<file path="config.mk">
export PLATFORM = sky130hd
export DESIGN_NAME = bsg_manycore_store_responder
export DESIGN_NICKNAME = d
export VERILOG_FILES = /design/src/rtl/bsg_manycore_store_responder.sv
export SDC_FILE = /design/constraint.sdc
export NUM_CORES = 1
export LEC_CHECK = 0
export CAP_MARGIN = 20
export CORE_MARGIN = 2
export CORE_UTILIZATION = 40
export CTS_CLUSTER_DIAMETER = 80
export DETAILED_ROUTE_END_ITERATION = 8
export PLACE_DENSITY = 0.67
export SLEW_MARGIN = 20
export SYNTH_ARGS = -nofsm -noshare
export SYNTH_HDL_FRONTEND = slang
export SYNTH_SLANG_ARGS = --single-unit
</file>
<file path="constraint.sdc">
create_clock -name clk_i -period 9.5 [get_ports clk_i]
set_input_delay 2.375 -clock clk_i [delete_from_list [all_inputs] [get_ports clk_i]]
set_output_delay 2.375 -clock clk_i [all_outputs]
set_load 0.03 [all_outputs]
</file>
<file path="src/rtl/bsg_manycore_store_responder.sv">
`default_nettype none
// ============================================================================
// Module   : bsg_manycore_store_responder
// Brief    : Network endpoint that turns remote-store packets into local
//            memory writes and returns one credit packet per consumed packet.
// Revision : 1.0
// ============================================================================
module bsg_manycore_store_responder #(
    parameter int x_cord_width_p   = 4,
    parameter int y_cord_width_p   = 4,
    parameter int data_width_p     = 32,
    parameter int addr_width_p     = 32,
    parameter int mem_addr_width_p = 10,
    parameter int fifo_els_p       = 2,
    localparam int packet_width_lp     = 6 + 2*(x_cord_width_p+y_cord_width_p) + data_width_p + addr_width_p,
    localparam int ret_packet_width_lp = x_cord_width_p + y_cord_width_p + 5
) (
    input  logic                           clk_i,
    input  logic                           reset_i,
    input  logic                           v_i,
    input  logic [packet_width_lp-1:0]     data_i,
    output logic                           ready_o,
    output logic                           ret_v_o,
    output logic [ret_packet_width_lp-1:0] ret_data_o,
    input  logic                           ret_ready_i,
    output logic                           mem_v_o,
    output logic [mem_addr_width_p-1:0]    mem_addr_o,
    output logic [data_width_p-1:0]        mem_data_o,
    output logic [data_width_p/8-1:0]      mem_mask_o,
    input  logic                           mem_yumi_i,
    output logic [15:0]                    store_cnt_o,
    output logic [15:0]                    drop_cnt_o
);
    localparam int c_from_w  = x_cord_width_p + y_cord_width_p;
    localparam int c_entry_w = packet_width_lp - c_from_w;
    localparam int c_mask_w  = data_width_p / 8;
    localparam int c_ptr_w   = (fifo_els_p > 1) ? $clog2(fifo_els_p) : 1;
    localparam int c_cnt_w   = $clog2(fifo_els_p + 1);
    localparam int c_hi_lsb  = 2 + mem_addr_width_p;
    localparam logic [c_ptr_w-1:0] c_last_ptr = c_ptr_w'(fifo_els_p - 1);
    localparam logic [c_cnt_w-1:0] c_full_cnt = c_cnt_w'(fifo_els_p);

    typedef enum logic [1:0] {IDLE = 2'd0, WRITE = 2'd1, RET = 2'd2} state_e;

    // Destination coordinates are never needed once the packet has arrived,
    // so only {op, addr, data, from} is buffered.
    logic [c_entry_w-1:0] r_mem [fifo_els_p];
    logic [c_ptr_w-1:0]   r_rd_ptr, r_wr_ptr;
    logic [c_cnt_w-1:0]   r_count;
    logic                 w_push, w_pop, w_full, w_head_v;
    logic [c_entry_w-1:0] w_head;

    assign w_full   = (r_count == c_full_cnt);
    assign w_head_v = (r_count != '0);
    assign w_head   = r_mem[r_rd_ptr];
    assign ready_o  = reset_i & (~w_full | w_pop);
    assign w_push   = v_i & ready_o;

    always_ff @(posedge clk_i) begin
        if (w_push) r_mem[r_wr_ptr] <= data_i[packet_width_lp-1:c_from_w];
    end

    always_ff @(posedge clk_i or negedge reset_i) begin
        if (!reset_i) begin
            r_rd_ptr <= '0;
            r_wr_ptr <= '0;
            r_count  <= '0;
        end else begin
            if (w_push) r_wr_ptr <= (r_wr_ptr == c_last_ptr) ? '0 : r_wr_ptr + c_ptr_w'(1);
            if (w_pop)  r_rd_ptr <= (r_rd_ptr == c_last_ptr) ? '0 : r_rd_ptr + c_ptr_w'(1);
            case ({w_push, w_pop})
                2'b10:   r_count <= r_count + c_cnt_w'(1);
                2'b01:   r_count <= r_count - c_cnt_w'(1);
                default: r_count <= r_count;
            endcase
        end
    end

    logic [5:0]              w_op;
    logic [addr_width_p-1:0] w_addr;
    logic [data_width_p-1:0] w_data;
    logic [c_from_w-1:0]     w_from;
    logic [c_mask_w-1:0]     w_mask;
    logic                    w_range_err, w_head_store;

    assign w_from = w_head[0 +: c_from_w];
    assign w_data = w_head[c_from_w +: data_width_p];
    assign w_addr = w_head[c_from_w+data_width_p +: addr_width_p];
    assign w_op   = w_head[c_from_w+data_width_p+addr_width_p +: 6];
    // Zero-extends the 4-bit byte mask onto wide words, truncates onto narrow ones.
    assign w_mask = c_mask_w'(w_op[5:2]);

    generate
        if (c_hi_lsb < addr_width_p) begin : g_range
            assign w_range_err = |w_addr[addr_width_p-1:c_hi_lsb];
        end else begin : g_no_range
            assign w_range_err = 1'b0;
        end
    endgenerate

    assign w_head_store = (w_op[1:0] == 2'b01) & ~w_range_err;

    logic w_unused;
    assign w_unused = &{1'b0, data_i[c_from_w-1:0], w_addr[1:0]};

    state_e r_state, w_state_n;
    logic   w_store_done;

    always_ff @(posedge clk_i or negedge reset_i) begin
        if (!reset_i) r_state <= IDLE;
        else          r_state <= w_state_n;
    end

    // Popping from RET lets the next packet start without an IDLE bubble.
    always_comb begin
        w_state_n    = r_state;
        w_pop        = 1'b0;
        w_store_done = 1'b0;
        mem_v_o      = 1'b0;
        ret_v_o      = 1'b0;
        case (r_state)
            IDLE: w_pop = w_head_v;
            WRITE: begin
                mem_v_o = 1'b1;
                if (mem_yumi_i) begin
                    w_store_done = 1'b1;
                    w_state_n    = RET;
                end
            end
            RET: begin
                ret_v_o = 1'b1;
                if (ret_ready_i) begin
                    w_pop     = w_head_v;
                    w_state_n = IDLE;
                end
            end
            default: w_state_n = IDLE;
        endcase
        if (w_pop) w_state_n = w_head_store ? WRITE : RET;
    end

    logic [mem_addr_width_p-1:0] r_addr;
    logic [data_width_p-1:0]     r_data;
    logic [c_mask_w-1:0]         r_mask;
    logic [c_from_w-1:0]         r_from;
    logic [15:0]                 r_store_cnt, r_drop_cnt;

    always_ff @(posedge clk_i or negedge reset_i) begin
        if (!reset_i) begin
            r_addr      <= '0;
            r_data      <= '0;
            r_mask      <= '0;
            r_from      <= '0;
            r_store_cnt <= '0;
            r_drop_cnt  <= '0;
        end else begin
            if (w_pop) begin
                r_addr <= w_addr[2 +: mem_addr_width_p];
                r_data <= w_data;
                r_mask <= w_mask;
                r_from <= w_from;
            end
            if (w_store_done && (r_store_cnt != 16'hFFFF)) r_store_cnt <= r_store_cnt + 16'd1;
            if (w_pop && !w_head_store && (r_drop_cnt != 16'hFFFF)) r_drop_cnt <= r_drop_cnt + 16'd1;
        end
    end

    assign mem_addr_o  = r_addr;
    assign mem_data_o  = r_data;
    assign mem_mask_o  = r_mask;
    assign ret_data_o  = {5'b0, r_from};
    assign store_cnt_o = r_store_cnt;
    assign drop_cnt_o  = r_drop_cnt;

endmodule
`default_nettype wire

</file>
==> summary.md <==
| Metric | Value |
|---|---|
| Compound-Gate Fraction of Synth Area | `0.03924` |
| Required time worst endpoint | `7130 ps` |
| Vias per cell | `approximately 4.9` |
| Post-DP HPWL | `between 10 and 15 mm` |
| Clk buf depth | `3` |
| FF+latch count, synth | `between 200 and 250` |
| Finish-stage setup viols | `0` |
| Synth Area in Adders | `0.004160` |
| Layout Cells excl Fill | `1056` |
| # diodes | `0` |
| Die Ht | `154.2 um` |
| FILL cells | `approximately 1800` |
| Multiplexer share of the synthesized area | `0.06489` |
| CTS tree | `done` |
| Port Buffers | `between 150 and 200` |
| Clock skew | `20.41 ps` |
| Syn avg cell area | `roughly 16 um^2` |
| Post-layout util | `0.5400` |
| Setup CP Type | `input pin to primary output` |
| RSZ-0062 raised after global routing | `no` |
| Layout cells sized above 1 | `0.07474` |
| Post-place instance area | `~0.011 mm^2` |
| Drt drc | `0` |
| Reg clk slew, reported paths | `about 60 ps` |
| Clk Latency, worst-skew pair | `520 ps` |
| Grt ovf | `0` |
| Setup crit start | `ret_ready_i` |
| Mapped Cells | `approximately 580` |
| PwrDens | `slightly below 300 mW/mm^2` |
| DRT iter0 DRCs | `~260` |
| Pre-antenna DRT Iters | `4` |
| Wirelength per Cell | `about 17 um` |
| Max VDD drop | `0.1741 mV` |
| Worst-Margin Slew | `about 1100 ps` |
| DP Worst Slack | `about 3200 ps` |
| Sequential-to-total area share from yosys stat | `0.7610` |
| Hold Crit Start | `mem_data_o[21]$_DFFE_PN0P_` |
| Post-synth EDFFs | `152` |
| Synth-to-layout area growth | `31.41%` |
| Final Hold Fails | `0` |
| Crit path DAT | `approximately 4000 ps` |
| Total number of vias | `about 5200` |
| Min Tclk post-route | `6327 ps` |
| Starting Density | `0.4109` |
| Status | `complete, no violations` |
| Final setup TNS | `0 ps` |
| FMAX | `158.1 MHz` |
| Slowest cell on crit path | `clkdlybuf4s50_1` |
| RePlAce Congestion | `~0.76` |
| Core Region | `about 0.022 mm^2` |
| Cell Area, Synth | `about 0.009 mm^2` |
| Unique masters post-synth | `43` |
| Die area | `0.02378 mm^2` |
| Critical Path Source Type | `input pin` |
| Most frequent CP cell | `clkdlybuf4s50_1` |
| Synth Area in Simple Gates | `0.08153` |
| Antenna violations before repair | `2` |
| Commonest register cell after synthesis | `edfxtp_1` |
| Final worst slack | `between 3000 and 4000 ps` |
| Total power | `approximately 3.5 mW` |
| First-pass GRT wire length | `between 20 and 30 mm` |
| H-tree lvl count | `1` |
| # resized after CTS | `0` |
| Final wirelength | `between 15 and 20 mm` |
| Min-delay worst type | `flip-flop to flip-flop` |
| Post-CTS Setup Inserts | `0` |
| Ys async rst share | `0.3770` |
| Top Ports | `about 190` |
| Total clock sinks | `244` |
| Number of global-route vias before repair | `~5400` |
| Rows | `54` |
| Synth Area in XOR/XNOR | `0.03203` |
| Reg-to-Reg Start | `r_state[1]$_DFFE_PN0P_` |
| Crit-path cells | `clkdlybuf4s50_1 -> nor2b_4 -> nor2_1 -> o31a_1 -> clkdlybuf4s50_1` |
| Max Cap Viol | `0` |
| Slowest stage delay, CP | `between 700 and 800 ps` |
| # hold bufs at CTS | `0` |
| Detail Route Antenna Nets | `0` |
| Tcrit/Tclk final | `0.6660` |
| Crit path max fanout | `3` |
| Final #Nets | `about 850` |
| Largest family of logic cells by synthesized area | `simple AND/OR/NAND/NOR gates` |
| Cells after DPL | `between 1000 and 1500` |
| Endpoint class of the critical path | `primary output` |
| Largest net degree at the start of global routing | `approximately 120` |
| Hold WS | `476.6 ps` |
| YS warnings | `0` |
| Leak pwr | `4.462 nW` |
| Max_slew headroom | `0.2704` |
| Design area | `between 0.01 and 0.015 mm^2` |
| Root Buffer | `clkbuf_16` |
| Total track usage | `0.1544` |
| Num CTS Buffers | `25` |
| Final Max Slew Viols | `0` |
| Chip width | `~150 um` |
-- area by class of cell --
type / instances / area [um^2] / area share
tap: 280 / 350.3 / 0.02955
inverter: 4 / 15.01 / 0.001266
clock inverter: 14 / 155.1 / 0.01308
sequential: 244 / 6870 / 0.5794
clock buffer: 32 / 661.9 / 0.05582
multi-input combinational: 308 / 2038 / 0.1719
timing repair buffer: 174 / 1767 / 0.1490
-- cell usage in the layout (no fill, tap or decap), types with 2 or more instances in the layout --
cell / count
o21ai_0: 55
clkbuf_1: 6
clkinvlp_4: 3
bufinv_16: 3
buf_4: 4
nor4b_2: 2
nand3_1: 15
clkbuf_16: 25
clkinv_2: 6
a21oi_1: 2
conb_1: 5
nand2_1: 69
nor2b_1: 2
buf_16: 2
nand3b_1: 2
ha_1: 3
xnor2_1: 27
nand4_1: 12
clkdlybuf4s50_1: 168
inv_1: 3
dfrtp_1: 91
nor4_1: 11
mux2_1: 3
xor2_1: 6
mux2i_1: 54
nand4b_1: 2
and3_1: 7
nor2_1: 11
edfxtp_1: 152
-- power breakdown --
group          total (mW)  switching, mW  internal [mW]
combinational        1.07          0.644          0.431
clock               0.969          0.393          0.576
sequential           1.48          0.115           1.36
total                3.52           1.15           2.37
-- sequential cells by signal (all words and copies together) (netlist names) --
name and count:
mem_addr_o 10, r_rd_ptr 1, r_state 2, r_mem 152, drop_cnt_o 16, r_count 2
store_cnt_o 16, mem_mask_o 4, r_from 8, r_wr_ptr 1, mem_data_o 32
-- kinds of logic after synthesis --
group           after synthesis
flops                       244
simple gates                145
compound gates               64
mux                          58
xor+xnor                     33
buf+inv                      29
fa+ha+maj                     3
other cells                   1
-- cells in the mapped netlist (2+ instances only) --
| cell | number | area, um^2 |
|---|---|---|
| nand4_1 | 12 | 75.07 |
| buf_4 | 5 | 37.54 |
| dfrtp_1 | 92 | 2302 |
| nand3b_1 | 2 | 15.01 |
| nor2b_1 | 2 | 12.51 |
| nand3_1 | 15 | 75.07 |
| buf_6 | 2 | 22.52 |
| nor4_1 | 11 | 68.82 |
| or3_1 | 2 | 12.51 |
| nand2_1 | 69 | 259.0 |
| a21oi_1 | 2 | 10.01 |
| nand4b_1 | 2 | 17.52 |
| and3_1 | 8 | 50.05 |
| buf_2 | 7 | 35.03 |
| mux2_1 | 3 | 33.78 |
| nor2_1 | 12 | 45.04 |
| xor2_1 | 6 | 52.55 |
| ha_1 | 3 | 37.54 |
| nor4b_2 | 2 | 30.03 |
| o21ai_0 | 55 | 275.3 |
| inv_1 | 3 | 11.26 |
| clkbuf_1 | 11 | 41.29 |
| xnor2_1 | 27 | 236.5 |
| mux2i_1 | 54 | 540.5 |
| edfxtp_1 | 152 | 4564 |
-- worst max-delay path: cells and delay by family --
kind,cells,cell delay (ps)
AND/OR/NAND/NOR,2,140
AO/OA/AOI/OAI,1,170
buffers and inverters,2,1260
-- path summary, 6_finish.rpt --
path	endpoint	slack, ps	depth (start not counted)
hold / removal	mem_data_o[21]$_DFFE_PN0P_	480	2
hold reg to reg	mem_data_o[21]$_DFFE_PN0P_	480	2
setup reg to reg	r_mem[0][47]$_DFFE_PP_	7190	6
max in group asynchronous	drop_cnt_o[14]$_DFFE_PN0P_	6540	2
min in group asynchronous	mem_mask_o[0]$_DFFE_PN0P_	1840	1
setup / recovery	ready_o	3170	5
-- layer usage --
layer | GRT usage | up-vias | wire (um)
li1 | - | 2468 | -
met5 | 0 | - | 30
met4 | 0.04139 | 4 | 303
met3 | 0.03699 | 29 | 1059
met1 | 0.1950 | 2559 | 7799
met2 | 0.2680 | 146 | 9211
No activity file was read; power rests on OpenSTA's default activity.
